### config.mk
export PLATFORM = sky130hd
export DESIGN_NAME = riscy_sequencer
export DESIGN_NICKNAME = d
export VERILOG_FILES = /design/src/rtl/riscy_pkg.sv /design/src/rtl/riscy_phase_counter.sv /design/src/rtl/riscy_sequencer.sv
export SDC_FILE = /design/constraint.sdc
export NUM_CORES = 1
export LEC_CHECK = 0
export BUFFER_PORTS_ARGS = -buffer_cell sky130_fd_sc_hd__buf_4
export CAP_MARGIN = 5
export CORE_AREA = 2 2 39 41
export CTS_CLUSTER_DIAMETER = 30
export CTS_CLUSTER_SIZE = 8
export DETAILED_ROUTE_END_ITERATION = 7
export DIE_AREA = 0 0 41 43
export HOLD_SLACK_MARGIN = 0.05
export MAX_ROUTING_LAYER = met4
export PLACE_DENSITY = 0.54
export SLEW_MARGIN = 20
export SYNTH_ARGS = -nofsm -noshare
export SYNTH_HDL_FRONTEND = slang
export SYNTH_SLANG_ARGS = --single-unit
### constraint.sdc
create_clock -name CLK -period 1.9 [get_ports CLK]
set_input_delay 0.38 -clock CLK [delete_from_list [all_inputs] [get_ports CLK]]
set_output_delay 0.38 -clock CLK [all_outputs]
set_load 0.02 [all_outputs]
### src/rtl/riscy_pkg.sv
// Shared types and decode helpers for the RISCY accumulator CPU control path.
package riscy_pkg;

  typedef enum logic [2:0] {
    INST_ADDR  = 3'd0,
    INST_FETCH = 3'd1,
    INST_LOAD  = 3'd2,
    IDLE       = 3'd3,
    OP_ADDR    = 3'd4,
    OP_FETCH   = 3'd5,
    ALU_OP     = 3'd6,
    STORE      = 3'd7
  } phase_e;

  typedef enum logic [2:0] {
    HLT = 3'd0,
    SKZ = 3'd1,
    ADD = 3'd2,
    AND = 3'd3,
    XOR = 3'd4,
    LDA = 3'd5,
    STO = 3'd6,
    JMP = 3'd7
  } opcode_e;

  // Opcodes that read an operand from memory and write the accumulator.
  function automatic logic is_aluop(input logic [2:0] op);
    return (op == ADD) || (op == AND) || (op == XOR) || (op == LDA);
  endfunction

endpackage

### src/rtl/riscy_phase_counter.sv
// Three-bit wrapping phase counter; freezes while hold is high, cleared by reset.
module riscy_phase_counter
  import riscy_pkg::*;
(
  input  logic       CLK,
  input  logic       RST,
  input  logic       hold,
  output logic [2:0] phase
);

  logic [2:0] phase_q;
  logic [2:0] phase_d;

  always_comb begin
    phase_d = phase_q;
    if (!hold) begin
      phase_d = phase_q + 3'd1;
    end
  end

  always_ff @(posedge CLK or negedge RST) begin
    if (!RST) begin
      phase_q <= INST_ADDR;
    end else begin
      phase_q <= phase_d;
    end
  end

  assign phase = phase_q;

endmodule

### src/rtl/riscy_sequencer.sv
// RISCY control sequencer: eight-phase fetch/decode/execute with a sticky halt flag
// and a combinational decode of phase, opcode and zero into datapath strobes.
module riscy_sequencer
  import riscy_pkg::*;
(
  input  logic       CLK,
  input  logic       RST,
  input  logic [2:0] opcode,
  input  logic       zero,
  output logic       sel,
  output logic       rd,
  output logic       ld_ir,
  output logic       inc_pc,
  output logic       ld_pc,
  output logic       ld_ac,
  output logic       wr,
  output logic       data_e,
  output logic       halt
);

  logic [2:0] phase;
  logic       halted_q;
  logic       halted_d;
  phase_e     cur_phase;
  opcode_e    op;
  logic       aluop;

  riscy_phase_counter u_phase_counter (
    .CLK   (CLK),
    .RST   (RST),
    .hold  (halted_q),
    .phase (phase)
  );

  assign cur_phase = phase_e'(phase);
  assign op        = opcode_e'(opcode);
  assign aluop     = is_aluop(opcode);

  // The HLT edge still advances the phase; the counter freezes from the next cycle.
  always_comb begin
    halted_d = halted_q;
    if (!halted_q && (cur_phase == OP_ADDR) && (op == HLT)) begin
      halted_d = 1'b1;
    end
  end

  always_ff @(posedge CLK or negedge RST) begin
    if (!RST) begin
      halted_q <= 1'b0;
    end else begin
      halted_q <= halted_d;
    end
  end

  always_comb begin
    sel    = 1'b0;
    rd     = 1'b0;
    ld_ir  = 1'b0;
    inc_pc = 1'b0;
    ld_pc  = 1'b0;
    ld_ac  = 1'b0;
    wr     = 1'b0;
    data_e = 1'b0;
    unique case (cur_phase)
      INST_ADDR: begin
        sel = 1'b1;
      end
      INST_FETCH: begin
        sel = 1'b1;
        rd  = 1'b1;
      end
      INST_LOAD, IDLE: begin
        sel   = 1'b1;
        rd    = 1'b1;
        ld_ir = 1'b1;
      end
      OP_ADDR: begin
        inc_pc = 1'b1;
      end
      OP_FETCH: begin
        rd = aluop;
      end
      ALU_OP: begin
        rd     = aluop;
        inc_pc = (op == SKZ) && zero;
        ld_pc  = (op == JMP);
        data_e = (op == STO);
      end
      STORE: begin
        rd     = aluop;
        ld_ac  = aluop;
        ld_pc  = (op == JMP);
        data_e = (op == STO);
        wr     = (op == STO);
      end
    endcase
    if (halted_q) begin
      sel    = 1'b0;
      rd     = 1'b0;
      ld_ir  = 1'b0;
      inc_pc = 1'b0;
      ld_pc  = 1'b0;
      ld_ac  = 1'b0;
      wr     = 1'b0;
      data_e = 1'b0;
    end
  end

  assign halt = halted_q;

endmodule

==> reports/metrics.yaml, run 1 <==
cells_and_area:
  drive_gt1_share_pct: 62.5
  regArea_um2: 101
  antennaDiodeCount: 0
  area.growth.synth_to_final_pct: 61.4
  finalNonFillerCells: 72
  fill_cells: 137
  multi_input_area_um2: 287
  finalNetCount: 70
cts:
  cts_inserted_buffers: 3
  worstSkewPairLatency_ns: 0.23
  clkSlewWorstSetupHoldPaths_ns: 0.04
  postCtsSetupRepairBufs: 0
  clockBufferDepth: 2
  cts_root_buf: "clkbuf_4"
  h-tree-depth: 1
  cts_tree: "built"
  clock_sinks: 4
critical_path:
  worstPathCellList: "inv_2 -> ha_1 -> or3_1 -> a21oi_1 -> nor2_1 -> buf_4"
  path_delay_family: "flip-flops"
  critPathCaptureType: "output port"
  path_class: "reg -> out"
  cp_slowest_stage_delay_ns: 0.40
  crit_required_ns: 1.52
  crit_buf_inv: 2
  crit_fanout: 4
  worst_ep_arrival_time_ns: 1.56
  cp_slowest_cell: "dfrtp_2"
  start_kind: "register"
yosys:
  synth_commonest_cells: "ha_1, a21oi_1, dfrtp_1, inv_1"
  synth.area.top_cells: "dfrtp_1, ha_1, a21oi_1"
  seq_area_frac_synth_pct: 28.1
  ys_types: 20
  synth_top_cell_area_share_pct: 28.1
  ys.flop_type: "dfrtp_1"
  synth_warnings: 0
  syn_avg_cell_area_um2: 9.64
  synth_edf_count: 0
  synth_top_area_cell: "dfrtp_1"
  ys_ff_latch: 4
  synthesis.area_um2: 357
  syn_nets: 49
  netlist_instances: 37
  async_flop_share_pct: 100
  yosys.cell_count.top_type: "ha_1"
die:
  num_io_pins: 15
  design.core.area_mm2: 0.00138
  die_w_um: 41
  fp-row-count: 14
  start_util_pct: 25.8
  fp.dieH_um: 43
  die_area_mm2: 0.00176
sta:
  maxSlewHeadroom_pct: 66.6
  fin_crit_sh_pct: 102
  rsz0062_at_grt: "true"
  tns_ns: -0.0734
  fmax_mhz: 516
  whs_ns: 0.495
  skew_ns: 0.00339
  setup_slack_ns: -0.0371
  hold_viol: 0
  setup_viol: 2
  tightest_slew_ns: 0.502
  report.final.slew_viol_count: 0
  min_period_ns: 1.94
power:
  power_density_mw_per_mm2: 1610
  p_switching_uw: 423
  seqPwrFrac_pct: 25.0
  p_clk_share_pct: 11.0
  pwr-share-comb_pct: 63.9
  internal-power_uw: 502
  vdd_drop_max_mv: 0.746
  p_sw_share_pct: 45.7
  p_leak_uw: 0.000258
worst_hold_path:
  hold_path_class: "in -> async"
drt:
  ant_nets: 0
  wl_per_cell_um: 11.1
  first_pass_iters: 1
  drcViolationCount: 0
  vias_per_cell: 4.49
  drt_iter0_drc: 0
  vias: 323
  finalWirelength_um: 800
grt:
  grt_usage_pct: 11.4
  grt_pass1_vias: 311
  antenna_found_initial: 0
  grt_max_degree: 14
  grt_first_pass_wirelength_mm: 1.27
  grt-ovfl-total: 0
placed_design:
  dpl.hpwl_um: 611
  place_congestion: 0.664
  portBuffers: 14
  pre_cts_slack_ns: 0.136
  place_inst: 68
run:
  maxCapViolCount: 0
outcome:
  status: "complete, but fails checks"
  violations: "negative setup slack"
[flip-flops by register name, summed over array words and instances (netlist names)]
name and cells:
u_phase_counter.phase 3, halt 1
[per-stage QoR]
stage	total power (µW)	instance area (µm²)	utilization [%]
2_1_floorplan	555	357	-
3_3_place_gp	743	492	35.5
3_5_place_dp	743	492	35.5
4_1_cts	875	541	39.1
5_1_grt	1020	576	41.6
6_report	925	576	41.6
[per-layer routing]
layer	vias to the layer above	GRT usage, %	routed length, µm
met1	141	15.1	370
met4	0	10.0	0
met2	11	13.4	385
li1	171	-	-
met5	-	-	0
met3	0	3.14	44
[power by group through the flow]
stage	Sequential [µW]	Combinational, µW	Clock [µW]
2_1_floorplan	189	366	0
3_3_place_gp	209	534	0
3_5_place_dp	210	534	0
4_1_cts	213	552	110
5_1_grt	242	658	116
6_report	231	591	102
[what timing repair did]
item,CTS,global route
endpoints found under the setup margin,7,8
pin swaps,1,1
resized for setup,6,7
endpoints found under the hold margin,4,0
hold buffers,1,0
[layout make-up]
type | instances | area share [%]
Sequential cell | 4 | 17.6
Timing Repair Buffer | 17 | 22.6
Clock buffer | 3 | 3.91
Inverter | 4 | 2.61
Tap cell | 16 | 3.48
Multi-Input combinational cell | 28 | 49.8
[worst paths after layout]
kind	startpoint	to	slack, ns	cells after the start
min reg2reg	u_phase_counter.phase[1]	u_phase_counter.phase[1]	0.59	1
min in group CLK	opcode[0]	halt	0.54	3
max reg2reg	u_phase_counter.phase[0]	u_phase_counter.phase[2]	0.67	4
max in group asynchronous	RST	u_phase_counter.phase[1]	1.29	2
max	u_phase_counter.phase[1]	sel	-0.04	6
min	RST	halt	0.50	2
[kinds of logic after synthesis]
family | synth area share, %
and+or+nand+nor | 20.7
adders and majority gates | 21.1
buffers and inverters | 5.61
muxes | 5.96
AOI/OAI and AO/OA | 13.7
xor gates and xnor gates | 4.91
DFF | 28.1
[placed cells by master (no fill, tap or decap), drive strengths merged]
master / count
mux2i: 1
ha: 6
nor4: 3
nor2: 2
dfrtp: 4
dlygate4sd3: 1
clkbuf: 3
mux2: 1
or3: 1
a31o: 1
a41oi: 1
nand2: 1
nor4b: 1
a21oi: 5
xnor2: 1
xor2: 1
inv: 4
buf: 16
o22ai: 1
nor3b: 1
and3b: 1
No activity file was read; power rests on OpenSTA's default activity.
==> inputs of run 2 (changes only) <==
--- a/config.mk
+++ b/config.mk
@@ -5,6 +5,7 @@
 export SDC_FILE = /design/constraint.sdc
 export NUM_CORES = 1
 export LEC_CHECK = 0
+export ABC_AREA = 1
 export BUFFER_PORTS_ARGS = -buffer_cell sky130_fd_sc_hd__buf_4
 export CAP_MARGIN = 5
 export CORE_AREA = 2 2 39 41
@@ -14,7 +15,7 @@
 export DIE_AREA = 0 0 41 43
 export HOLD_SLACK_MARGIN = 0.05
 export MAX_ROUTING_LAYER = met4
-export PLACE_DENSITY = 0.54
+export PLACE_DENSITY = 0.57
 export SLEW_MARGIN = 20
 export SYNTH_ARGS = -nofsm -noshare
 export SYNTH_HDL_FRONTEND = slang
==> reports/metrics.yaml, run 2 <==
run:
  maxCapViolCount: 0  # unchanged
placed_design:
  pre_cts_slack_ns: 0.186  # +0.0504 ns
  place_congestion: 0.711  # +7.2%
  portBuffers: 14  # unchanged
  dpl.hpwl_um: 673  # +10%
  place_inst: 84  # +24%
drt:
  first_pass_iters: 4  # +3
  drt_iter0_drc: 8  # +8
  wl_per_cell_um: 10.0  # -9.9%
  vias_per_cell: 4.43  # -1.2%
  finalWirelength_um: 901  # +13%
  vias: 399  # +24%
  ant_nets: 0  # unchanged
  drcViolationCount: 0  # unchanged
critical_path:
  crit_fanout: 4  # unchanged
  critPathLaunch: "u_phase_counter.phase[1]"
  worst_ep_arrival_time_ns: 1.47  # -0.09 ns
  critical_path.endpoint: "rd"
  reg2reg_to: "u_phase_counter.phase[2]"
  crit_required_ns: 1.52  # about the same
  r2r_start: "u_phase_counter.phase[1]"
  reg2reg_slack_ns: 0.82  # +0.15 ns
  critPathCaptureType: "output port"
  start_kind: "register"
  r2r_cells: 3  # -1
  path_class: "reg -> out"
power:
  p_sw_share_pct: 20.3  # -25 points
  vdd_drop_max_mv: 0.243  # -67%
  internal-power_uw: 166  # -67%
  pwr-share-comb_pct: 10.7  # -53 points
  p_clk_share_pct: 48.2  # +37 points
  p_total_uw: 208  # -77%
  seqPwrFrac_pct: 41.1  # +16 points
  p_leak_uw: 0.000332  # +29%
  p_switching_uw: 42.3  # -90%
  power_density_mw_per_mm2: 320  # -80%
cts:
  clockBufferDepth: 2  # unchanged
  cts_inserted_buffers: 3  # unchanged
  clock_sinks: 4  # unchanged
  worstSkewPairLatency_ns: 0.23  # about the same
  cts_tree: "built"
  clkSlewWorstSetupHoldPaths_ns: 0.03  # about the same
  cts_root_buf: "clkbuf_4"
  h-tree-depth: 1  # unchanged
cells_and_area:
  antennaDiodeCount: 0  # unchanged
  drive_gt1_share_pct: 59.5  # -3.0 points
  area.growth.synth_to_final_pct: 64.0
  layout_common_cells: "buf_4, nand2_1, inv_1"
  fill_cells: 149  # +8.8%
  finalNonFillerCells: 90  # +25%
  regArea_um2: 103  # +1.2%
  largest_reg_flops: 3  # unchanged
  multi_input_area_um2: 330  # +15%
  mostFrequentLayoutCell: "buf_4"
  finalNetCount: 88  # +26%
yosys:
  ys_ff_latch: 4  # unchanged
  ys.flop_type: "dfrtp_1"
  synth_warnings: 0  # unchanged
  syn_avg_cell_area_um2: 7.21  # -25%
  synth_edf_count: 0  # unchanged
  synth_top_cell_area_share_pct: 25.2  # -2.8 points
  synthesis.area_um2: 397  # +11%
  synth_commonest_cells: "inv_1, nand2_1, nor2_1"
  async_flop_share_pct: 100  # unchanged
  synth.area.top_cells: "dfrtp_1, ha_1, inv_1"
  seq_area_frac_synth_pct: 25.2  # -2.8 points
  ys_types: 16  # -20%
  netlist_instances: 55  # +49%
  syn_nets: 67  # +37%
  synth_top_area_cell: "dfrtp_1"
  yosys.cell_count.top_type: "inv_1"
sta:
  fmax_mhz: 541  # +4.9%
  fin_crit_sh_pct: 97.2  # -4.7 points
  skew_ns: 0.0000463  # -0.00335 ns
  rsz0062_at_grt: "true"
  setup_viol: 0  # -2
  hold_viol: 0  # unchanged
  tightest_slew_ns: 0.427  # -0.0744 ns
  report.final.slew_viol_count: 0  # unchanged
  setup_slack_ns: 0.0527  # +0.0899 ns
  min_period_ns: 1.85  # -0.0899 ns
  maxSlewHeadroom_pct: 71.5  # +5.0 points
die:
  design.core.area_mm2: 0.00138  # unchanged
  num_io_pins: 15  # unchanged
  start_util_pct: 28.7  # +2.9 points
  die_w_um: 41  # unchanged
  die_area_mm2: 0.00176  # unchanged
  fp-row-count: 14  # unchanged
  fp.dieH_um: 43  # unchanged
grt:
  grt-ovfl-total: 0  # unchanged
  grt_pass1_vias: 338  # +8.7%
  grt_first_pass_wirelength_mm: 1.30  # +2.8%
  grt_max_degree: 11  # -3
  antenna_found_initial: 0  # unchanged
  grt_usage_pct: 11.2  # -0.23 points
worst_hold_path:
  min_path_cells: 2
  hold_start: "opcode[0]"
  hold_path_class: "in -> reg"
outcome:
  status: "completed"
## run 2: cell count changes in the layout (fill, tap and decap cells not counted), moves of 2 or more
cell	previous run	this run
nand3_2	0	2
nor2_2	0	2
o21ai_0	0	3
nand3_1	0	2
nand2_1	1	6
inv_1	2	6
nand2_2	0	4
inv_2	2	5
nor2_1	2	5
## run 2: metal layers
| metal | track usage, % | vias up | wire length [µm] |
|---|---|---|---|
| li1 | - | 212 | - |
| met1 | 15.3 | 183 | 405 |
| met2 | 14.4 | 4 | 475 |
| met3 | 1.57 | 0 | 20 |
| met4 | 8.00 | 0 | 0 |
| met5 | - | - | 0 |
## run 2: timing repair
item                                   in CTS  in global routing
setup endpoints to repair                   5                  7
buffers inserted                            1                  1
gates resized for setup                     2                 22
hold buffers                                1                  0
endpoints found under the hold margin       4                  0
pin swaps                                   0                  6
## run 2: logic make-up (layout without fill, tap and decap cells)
logic type,Yosys count,after routing,synth area share [%]
adder cells (fa/ha/maj),6,6,18.9
flip-flops,4,4,25.2
XOR/XNOR,1,1,2.21
buffers and inverters,12,31,11.7
AO/OA/AOI/OAI,7,7,9.78
AND/OR/NAND/NOR,25,25,32.2
## run 2: power groups by stage
| stage | clock network [µW] | registers [µW] | logic, µW |
|---|---|---|---|
| 5_1_grt | 115 | 85.5 | 24.6 |
| 3_5_place_dp | 0 | 86.7 | 18.2 |
| 6_report | 100 | 85.7 | 22.4 |
| 4_1_cts | 108 | 85.7 | 20.4 |
| 3_3_place_gp | 0 | 86.7 | 18.1 |
| 2_1_floorplan | 0 | 86.8 | 6.23 |
## run 2: per-stage QoR
step / TNS (ns) / area [µm²] / utilization, % / hold slack [ns]
3_5_place_dp: 0 / 517 / 37.3 / 0.176
2_1_floorplan: 0 / 397 / - / 0.0844
4_1_cts: 0 / 563 / 40.7 / 0.383
3_3_place_gp: 0 / 517 / 37.3 / 0.176
6_report: 0 / 651 / 47.0 / 0.399
5_1_grt: -0.138 / 651 / 47.0 / 0.421
## run 2: worst min path at each step
stage / end / slack, ns
CTS: halt / 0.38
detailed placement: u_phase_counter.phase[0] / 0.18
global placement: u_phase_counter.phase[0] / 0.18
finish: halt / 0.40
global route: halt / 0.42
floorplan: halt / 0.08
## run 2: area by class of cell
cell class	instances	area share (%)
inverter	11	6.35
tap	16	3.08
timing repair buffer	17	20.6
clock buffer	3	3.46
sequential	4	15.8
multi-input combinational	39	50.8
## run 2: critical path, cell delays in order (launching register included)
cell and delay [ns]:
dfrtp_1 0.42, ha_4 0.20, ha_2 0.17, inv_2 0.11, nand3_2 0.08, nand2_2 0.07, a21oi_2 0.05, buf_6 0.15
==> inputs of run 3 (changes only) <==
--- a/config.mk
+++ b/config.mk
@@ -8,6 +8,8 @@
 export ABC_AREA = 1
 export BUFFER_PORTS_ARGS = -buffer_cell sky130_fd_sc_hd__buf_4
 export CAP_MARGIN = 5
+export CELL_PAD_IN_SITES_DETAIL_PLACEMENT = 0
+export CELL_PAD_IN_SITES_GLOBAL_PLACEMENT = 1
 export CORE_AREA = 2 2 39 41
 export CTS_CLUSTER_DIAMETER = 30
 export CTS_CLUSTER_SIZE = 8
@@ -15,7 +17,7 @@
 export DIE_AREA = 0 0 41 43
 export HOLD_SLACK_MARGIN = 0.05
 export MAX_ROUTING_LAYER = met4
-export PLACE_DENSITY = 0.57
+export PLACE_DENSITY = 0.75
 export SLEW_MARGIN = 20
 export SYNTH_ARGS = -nofsm -noshare
 export SYNTH_HDL_FRONTEND = slang
==> reports/metrics.yaml, run 3 (same netlist as run 2, synthesis figures left out) <==
outcome:
  status: "completed"
sta:
  tightest_slew_ns: 0.323  # -0.105 ns
  skew_ns: 0.00143  # +0.00139 ns
  setup_viol: 0  # unchanged
  hold_viol: 0  # unchanged
  report.final.slew_viol_count: 0  # unchanged
  rsz0062_at_grt: "true"
  maxSlewHeadroom_pct: 78.5  # +7.0 points
  fmax_mhz: 543  # +0.37%
  min_period_ns: 1.84  # -0.00688 ns
  setup_slack_ns: 0.0596  # +0.00688 ns
  fin_crit_sh_pct: 96.9  # -0.36 points
drt:
  drcViolationCount: 0  # unchanged
  drt_iter0_drc: 7  # -1
  finalWirelength_um: 803  # -11%
  ant_nets: 0  # unchanged
  vias_per_cell: 4.31  # -2.7%
  vias: 384  # -3.8%
  first_pass_iters: 4  # unchanged
  wl_per_cell_um: 9.02  # -9.9%
grt:
  met1_usage_pct: 15.4  # +0.050 points
  busiest_layer: "met1"
  gr-usage-met3_pct: 6.28  # +4.7 points
  grt_usage_pct: 11.5  # +0.32 points
  grt-ovfl-total: 0  # unchanged
  use_met2_pct: 15.3  # +0.94 points
  antenna_found_initial: 0  # unchanged
  grt_pass1_vias: 350  # +3.6%
  grt_max_degree: 11  # unchanged
  grt_first_pass_wirelength_mm: 1.34  # +2.6%
critical_path:
  critPathCaptureType: "output port"
  worst_ep_arrival_time_ns: 1.46  # about the same
  start_kind: "register"
  path_class: "reg -> out"
  crit_required_ns: 1.52  # about the same
  r2r_start: "u_phase_counter.phase[0]"
  crit_fanout: 4  # unchanged
  critPathLaunch: "u_phase_counter.phase[0]"
placed_design:
  dpl.hpwl_um: 651  # -3.2%
  pre_cts_slack_ns: 0.229  # +0.0430 ns
  portBuffers: 14  # unchanged
  place_congestion: 0.732  # +2.9%
cells_and_area:
  antennaDiodeCount: 0  # unchanged
  largest_reg_flops: 3  # unchanged
  drive_gt1_share_pct: 46.6  # -13 points
  mostFrequentLayoutCell: "buf_4"
  area.growth.synth_to_final_pct: 47.3
  final_util_pct: 42.2  # -4.8 points
  layout_common_cells: "buf_4, inv_1, nand2_1"
  finalNetCount: 87  # -1.1%
run:
  maxCapViolCount: 0  # unchanged
die:
  die_w_um: 41  # unchanged
  design.core.area_mm2: 0.00138  # unchanged
  num_io_pins: 15  # unchanged
  fp.dieH_um: 43  # unchanged
  die_area_mm2: 0.00176  # unchanged
  start_util_pct: 28.7  # unchanged
  fp-row-count: 14  # unchanged
worst_hold_path:
  hold_path_class: "in -> reg"
  hold_start: "opcode[0]"
power:
  p_clk_share_pct: 50.3  # +2.1 points
  p_leak_uw: 0.000316  # -4.8%
  power_density_mw_per_mm2: 363  # +13%
  seqPwrFrac_pct: 40.4  # -0.7 points
  pwr-share-comb_pct: 9.3  # -1.4 points
  internal-power_uw: 166  # about the same
  p_sw_share_pct: 21.6  # +1.3 points
  vdd_drop_max_mv: 0.477  # +96%
  p_switching_uw: 45.9  # +8.4%
  p_total_uw: 212  # +1.8%
cts:
  clkSlewWorstSetupHoldPaths_ns: 0.04  # about the same
  cts_inserted_buffers: 3  # unchanged
  cts_root_buf: "clkbuf_4"
  h-tree-depth: 1  # unchanged
  worstSkewPairLatency_ns: 0.24  # about the same
  clockBufferDepth: 2  # unchanged
  clock_sinks: 4  # unchanged
  cts_tree: "built"
[run 3: cell count changes in the layout (fill, tap and decap cells not counted), sizes merged]
cell  previous run  this run
buf             16        15
[run 3: repair_timing]
item,in CTS,in global routing
hold buffers,1,0
buffers inserted,1,0
pin swaps,0,3
endpoints found under the setup margin,5,7
hold endpoints to repair,4,0
resized for setup,2,9
[run 3: worst paths after layout]
| path | end | slack (ns) | cells after the start |
|---|---|---|---|
| worst max-delay path | ld_ac | 0.06 | 5 |
| worst min-delay path | halt | 0.39 | 2 |
| worst max register to register | u_phase_counter.phase[2] | 0.79 | 3 |
| worst min register to register | u_phase_counter.phase[0] | 0.53 | 1 |
| max in group asynchronous | u_phase_counter.phase[2] | 1.32 | 2 |
| min in group asynchronous | u_phase_counter.phase[2] | 0.48 | 2 |
[run 3: worst max-delay path, stage by stage, from the launching register on]
cell and delay (ns):
dfrtp_1 0.39, ha_2 0.20, ha_2 0.17, inv_2 0.05, nor4_2 0.23, buf_4 0.18
[run 3: cell type report]
class / instances / area (µm²)
fillers: 161 / 800
well taps: 16 / 20.0
clock buffers: 3 / 22.5
inverters: 11 / 41.3
multi-input cells: 39 / 277
flip-flops and latches: 4 / 101
repair buffers: 16 / 123
[run 3: per-layer routing]
layer | vias to the layer above | share of wire [%]
met1 | 165 | 49
met3 | 0 | 5.2
met2 | 9 | 46
li1 | 210 | -
met5 | - | 0
met4 | 0 | 0
[run 3: power by group through the flow]
stage,clock network (µW),registers (µW),logic (µW)
2_1_floorplan,0,86.8,6.23
3_3_place_gp,0,86.7,18.1
3_5_place_dp,0,86.7,18.0
4_1_cts,111,85.6,19.6
5_1_grt,120,85.5,22.5
6_report,107,85.6,19.8
[run 3: metrics by stage]
| step | TNS, ns | hold slack (ns) | std cells | instance area, µm² |
|---|---|---|---|---|
| 6_report | 0 | 0.386 | 89 | 584 |
| 5_1_grt | -0.190 | 0.387 | 89 | 584 |
| 4_1_cts | 0 | 0.394 | 89 | 559 |
| 3_5_place_dp | 0 | 0.177 | 84 | 517 |
| 3_3_place_gp | 0 | 0.176 | 84 | 517 |
| 2_1_floorplan | 0 | 0.0844 | 55 | 397 |
